### src/rtl/uart_alu_interface_pkg.sv
// uart_alu_interface_pkg: shared state encodings and default widths for the UART/ALU datapath.
package uart_alu_interface_pkg;
  localparam int NB_DATA_DEF = 8;
  localparam int NB_OP_DEF = 6;
  typedef enum logic [2:0] {
    WAIT_A  = 3'd0,
    WAIT_B  = 3'd1,
    WAIT_OP = 3'd2,
    CALC    = 3'd3,
    SEND    = 3'd4,
    WAIT_TX = 3'd5
  } state_t;
endpackage

### src/rtl/uart_alu_interface.sv
// uart_alu_interface: assembles A/B/op frames from the UART receiver and forwards the ALU result to the transmitter.
module uart_alu_interface
  import uart_alu_interface_pkg::*;
#(
  parameter int NB_DATA = NB_DATA_DEF,
  parameter int NB_OP = NB_OP_DEF
) (
  input  logic               i_clk,
  input  logic               i_rst,
  input  logic [NB_DATA-1:0] i_data,
  input  logic               i_rx_done,
  input  logic [NB_DATA-1:0] i_alu_result,
  input  logic               i_tx_done,
  output logic [NB_DATA-1:0] o_data_a,
  output logic [NB_DATA-1:0] o_data_b,
  output logic [NB_OP-1:0]   o_op,
  output logic [NB_DATA-1:0] o_tx_data,
  output logic               o_tx_start,
  output logic               o_overrun
);
  state_t state, state_next;
  logic [NB_DATA-1:0] data_a_next, data_b_next, tx_data_next;
  logic [NB_OP-1:0] op_next;
  logic tx_start_next, overrun_next;
  always_ff @(posedge i_clk or posedge i_rst) begin
    if (i_rst) begin
      state      <= WAIT_A;
      o_data_a   <= '0;
      o_data_b   <= '0;
      o_op       <= '0;
      o_tx_data  <= '0;
      o_tx_start <= 1'b0;
      o_overrun  <= 1'b0;
    end else begin
      state      <= state_next;
      o_data_a   <= data_a_next;
      o_data_b   <= data_b_next;
      o_op       <= op_next;
      o_tx_data  <= tx_data_next;
      o_tx_start <= tx_start_next;
      o_overrun  <= overrun_next;
    end
  end
  always_comb begin
    state_next = WAIT_A;
    case (state)
      WAIT_A:  state_next = i_rx_done ? WAIT_B : WAIT_A;
      WAIT_B:  state_next = i_rx_done ? WAIT_OP : WAIT_B;
      WAIT_OP: state_next = i_rx_done ? CALC : WAIT_OP;
      CALC:    state_next = SEND;
      SEND:    state_next = WAIT_TX;
      WAIT_TX: state_next = i_tx_done ? WAIT_A : WAIT_TX;
      default: state_next = WAIT_A;
    endcase
  end
  // Bytes arriving while a result is still in flight are dropped and flagged.
  always_comb begin
    data_a_next   = (state == WAIT_A && i_rx_done) ? i_data : o_data_a;
    data_b_next   = (state == WAIT_B && i_rx_done) ? i_data : o_data_b;
    op_next       = (state == WAIT_OP && i_rx_done) ? i_data[NB_OP-1:0] : o_op;
    tx_data_next  = (state == CALC) ? i_alu_result : o_tx_data;
    tx_start_next = (state == CALC);
    overrun_next  = i_rx_done && (state inside {CALC, SEND, WAIT_TX});
  end
endmodule

### config.mk
export PLATFORM = sky130hd
export DESIGN_NAME = uart_alu_interface
export DESIGN_NICKNAME = d
export VERILOG_FILES = /design/src/rtl/uart_alu_interface_pkg.sv /design/src/rtl/uart_alu_interface.sv
export SDC_FILE = /design/constraint.sdc
export NUM_CORES = 1
export LEC_CHECK = 0
export BUFFER_PORTS_ARGS = -buffer_cell sky130_fd_sc_hd__buf_2
export CAP_MARGIN = 40
export CORE_AREA = 3 3 75 77
export DETAILED_ROUTE_END_ITERATION = 7
export DIE_AREA = 0 0 78 80
export PLACE_DENSITY = 0.54
export SLEW_MARGIN = 20
export SYNTH_ARGS = -nofsm -noshare
export SYNTH_HDL_FRONTEND = slang
export SYNTH_SLANG_ARGS = --single-unit
### constraint.sdc
create_clock -name i_clk -period 2.4 [get_ports i_clk]
set_input_delay 0.36 -clock i_clk [delete_from_list [all_inputs] [get_ports i_clk]]
set_output_delay 0.36 -clock i_clk [all_outputs]
set_load 0.01 [all_outputs]
Word level (Yosys, flattened, before mapping). Cells that the tools add are included.

Register bits: 35. Bits of input ports: 20. Output and inout port bits: 32. Logic and storage cells: 23.

Equal/unequal tests: 5. Muxes and demuxes: 5. Reductions and logical operators: 6.

Operator list (number): case mux 3 bit (6 select lines) (1); equality test 3 x 2 -> 1 bit (second input constant) (2); equality test 3 bit (second input constant) (2); logical AND 1 bit (4); equality test 3 x 1 -> 1 bit (second input constant) (1); logical NOT 3 bit (1); two-way mux 3 bit (1); nonzero test 3 bit (1); two-way mux 1 bit (2); two-way mux 2 bit (1).

Longest topological paths before layout.
Word-level depth: 3. Gate-level depth with buffers: 4. Gate-level depth less buffers: 2.

Worst setup path after synthesis. No wires, ideal clock.

Path type: reg2reg. From: register state[0]. To: register o_data_a[0]. Setup time: 0.125 ns. Arrival: 1.319 ns. Required time: 2.275 ns. Setup slack: 0.956 ns. Stages on the path, launching flop included: 4. Path buffers: 1. Period minus slack after synthesis: 1.444 ns. Path through: dfrtp_1 -> buf_6 -> nor4b_4 -> mux2_2.

Cells in the longest elaborated chain, start to end: 2.

RTL lines: start: declaration (line uart_alu_interface.sv:21) `state_t state, state_next;`; start signal: assignment (line uart_alu_interface.sv:35) `state <= state_next;`; logical NOT 3 bit (line uart_alu_interface.sv:58) `data_a_next = (state == WAIT_A && i_rx_done) ? i_data : o_data_a;`; logical AND 1 bit (line uart_alu_interface.sv:58); end signal: assignment (line uart_alu_interface.sv:36) `o_data_a <= data_a_next;`; end: declaration (line uart_alu_interface.sv:14) `output logic [NB_DATA-1:0] o_data_a,`.

Every way passes these cells. A chain may end at the register's enable or synchronous reset.

Worst setup path after layout.
From: register state[0]. To: register o_data_a[3].

The elaborated chain is that of the path after synthesis.

==> qor.csv <==
metric,value,unit
syn_inst,89,
clkTransAtPathRegs,0.07,ns
sequential_share_of_power,0.426,
worstPathMaxFanout,10,
synth_simple_gate_area_share,0.0833,
synth.lib_cells_used.distinct,16,
io_buffers,51,
place.detailed.instances,207,
regToRegEndpoint,o_data_a[3],
status,completed,
main_combinational_cell_family_by_area_after_synthesis,multiplexers,
finalSetupTns,0,ns
cp-startpoint,state[0],
internal_power,1730,uW
cp-end-kind,register,
arrival,1.79,ns
drt-total-wl,2840,um
yosysWarnings,0,
synth_mux_area_frac,0.242,
yosysSeqAreaShare,0.627,
num_rows,26,
area_of_the_multi_input_gates,478,um2
tritoncts,yes,
critical-path-max-stage-delay,0.62,ns
place.gp.congestion,0.690,
die_area,6240,um2
fraction_of_layout_cells_with_a_size_suffix_above_1,0.646,
synth.top_cells.by_area,"sky130_fd_sc_hd__dfrtp_1, sky130_fd_sc_hd__mux2_2, sky130_fd_sc_hd__nor4b_4",
worstSetupPathDepth,2,
grt_overflow,0,
placed_area,1730,um2
cts-root-to-sink-buffers,2,
pin_count,52,
grt_antenna_before_repair,0,
chipHeight,80,um
synthAdderAreaFrac,0,
setup-violations-final,0,
place_hpwl,2130,um
cts_root_buf,sky130_fd_sc_hd__clkbuf_8,
ant_nets,0,
instances_no_fill,214,
groute.usage.overall,0.100,
yosys_register_bits,35,
route.vias.total,909,
slew_headroom,0.605,
synth_top_cell_by_area,sky130_fd_sc_hd__dfrtp_1,
clk-insertion-delay-late,0.28,ns
wire_per_inst,13.3,um
max_clock_freq,616,MHz
synthesized_net_count,109,
hold_fails_final_rpt,0,
critical_path_data_required_time,2.57,ns
end_of_the_critical_path,o_data_a[3],
slew_viol_final,0,
holdBufCountCts,0,
setup_repair_after_global_routing_missed_its_margin,false,
core_area,5070,um2
layout_overhead_on_the_synthesized_area,31.2,%
final.min_clock_period,1.62,ns
hold_path.class,input port to async pin,
timing.critical_path.buf_inv,0,
path_class,register to register,
avgViaCountPerCell,4.25,
num-fill-cells,528,
largest_net_degree_at_the_start_of_global_routing,36,
timing.critical_path.max_delay_family,simple AND/OR/NAND/NOR gates,
synth_area_per_cell,15.7,um2
drt_pass1_iterations,4,
number_of_cells_on_the_worst_reg_to_reg_path,2,
cp-start-kind,register,
postCtsResizedCells,0,
grt_pass1_wl,4780,um
power.share.switching,0.322,
cts-buffers-inserted,5,
asyncSetResetFlopFracSynth,1.00,
grt_pass1_vias,948,
final_net_count,164,
layout.cell_area.non_filler,1830,um2
drt-initial-drc-count,34,
worst_ir_drop_vdd,506,uV
power.leakage,0.000863,uW
synth_compound_area_frac,0.0125,
pwr-share-comb,0.376,
switching_power_total,822,uW
worst_pin_slew,0.589,ns
h-tree-depth,2,
die_width,78,um
cell_with_the_most_instances_after_synthesis,sky130_fd_sc_hd__dfrtp_1,
power.share.clock,0.198,
crit_chain,nor4b_4 > mux2_2,
post_synth_most_frequent_cells,"sky130_fd_sc_hd__dfrtp_1, sky130_fd_sc_hd__mux2_2, sky130_fd_sc_hd__buf_2, sky130_fd_sc_hd__nor3b_1",
final.setup_skew,0.00390,ns
critPathSlowestCell,sky130_fd_sc_hd__nor4b_4,
cts_num_sinks,35,
max_cap_viol_count,0,
start_util,0.275,
powerDensity,1390,nW/um2
synth_area,1400,um2
yosys.area.top_type_share,0.627,
worst_r2r_startpoint,state[0],
remaining_drc_errors,0,
antenna_cells,0,
ff2ff_setup_slack,0.78,ns
yosys_most_used_dff,sky130_fd_sc_hd__dfrtp_1,
synth_enable_flop_cells,0,
synth-xor-area-share,0,
final-seq-area,876,um2
cts_post_setup_buffers_inserted,0,
timing.final.crit_share,0.676,
-- worst reg2reg max path, delay by kind of cell, from the launching register on --
family / cells / cell delay [ns]
DFF: 1 / 0.49
and+or+nand+nor: 1 / 0.62
muxes: 1 / 0.40
-- power by group through the flow --
| stage | clock network (uW) | registers, uW | logic [uW] |
|---|---|---|---|
| 2_1_floorplan | 0 | 1160 | 553 |
| 3_3_place_gp | 0 | 1080 | 957 |
| 3_5_place_dp | 0 | 1100 | 979 |
| 4_1_cts | 527 | 1090 | 982 |
| 5_1_grt | 549 | 1130 | 1050 |
| 6_report | 504 | 1090 | 960 |
-- cell usage in the layout, fill, tap and decap left out, drive strengths merged --
master	n
buf	54
dfrtp	35
mux2	30
clkbuf	5
nor3b	3
nand3b	2
inv	2
nand2b	2
nor4b	2
nor4bb	2
a21oi	1
and2	1
o21ai	1
or4	1
a21boi	1
bufinv	1
clkinvlp	1
-- through the flow --
step / util / hold slack [ns] / power (uW) / setup WS [ns]
finish: 0.361 / 0.169 / 2550 / 0.776
global route: 0.361 / 0.209 / 2730 / 0.691
CTS: 0.361 / 0.178 / 2600 / 0.773
detailed placement: 0.340 / 0.484 / 2080 / 0.775
global placement: 0.340 / 0.474 / 2030 / 0.833
floorplan: - / 0.509 / 1710 / 0.956
-- how the worst min path moves through the flow --
| stage | cells after the start | end | slack, ns | startpoint |
|---|---|---|---|---|
| CTS | 3 | o_op[0] | 0.18 | i_rst |
| global placement | 3 | state[2] | 0.47 | i_rst |
| floorplan | 1 | o_data_a[0] | 0.51 | i_rst |
| global route | 3 | o_data_b[0] | 0.21 | i_rst |
| finish | 3 | o_data_b[4] | 0.17 | i_rst |
| detailed placement | 3 | o_op[0] | 0.48 | i_rst |
-- metal layers --
metal	global-route usage	part of all wire	vias to the layer above
met4	0.0524	0.019	0
met2	0.178	0.53	27
met5	0	0	-
met3	0.0282	0.051	4
li1	-	-	421
met1	0.108	0.40	457
-- logic make-up after synthesis --
logic type | after synthesis
buffers and inverters | 8
multiplexers | 30
flip-flops | 35
AO/OA/AOI/OAI | 3
AND/OR/NAND/NOR | 13
-- area by class of cell --
cell class	instances	share of cell area
clock buffers	5	0.0375
clock inverters	2	0.0205
inverters	2	0.00410
multi-input cells	46	0.261
flip-flops and latches	35	0.478
well taps	70	0.0478
repair buffers	54	0.152
-- registers in the layout (all words and copies together) (netlist names) --
| register | flops |
|---|---|
| o_tx_start | 1 |
| o_tx_data | 8 |
| state | 3 |
| o_data_b | 8 |
| o_op | 6 |
| o_overrun | 1 |
| o_data_a | 8 |
Power figures use the tool's default switching activity.
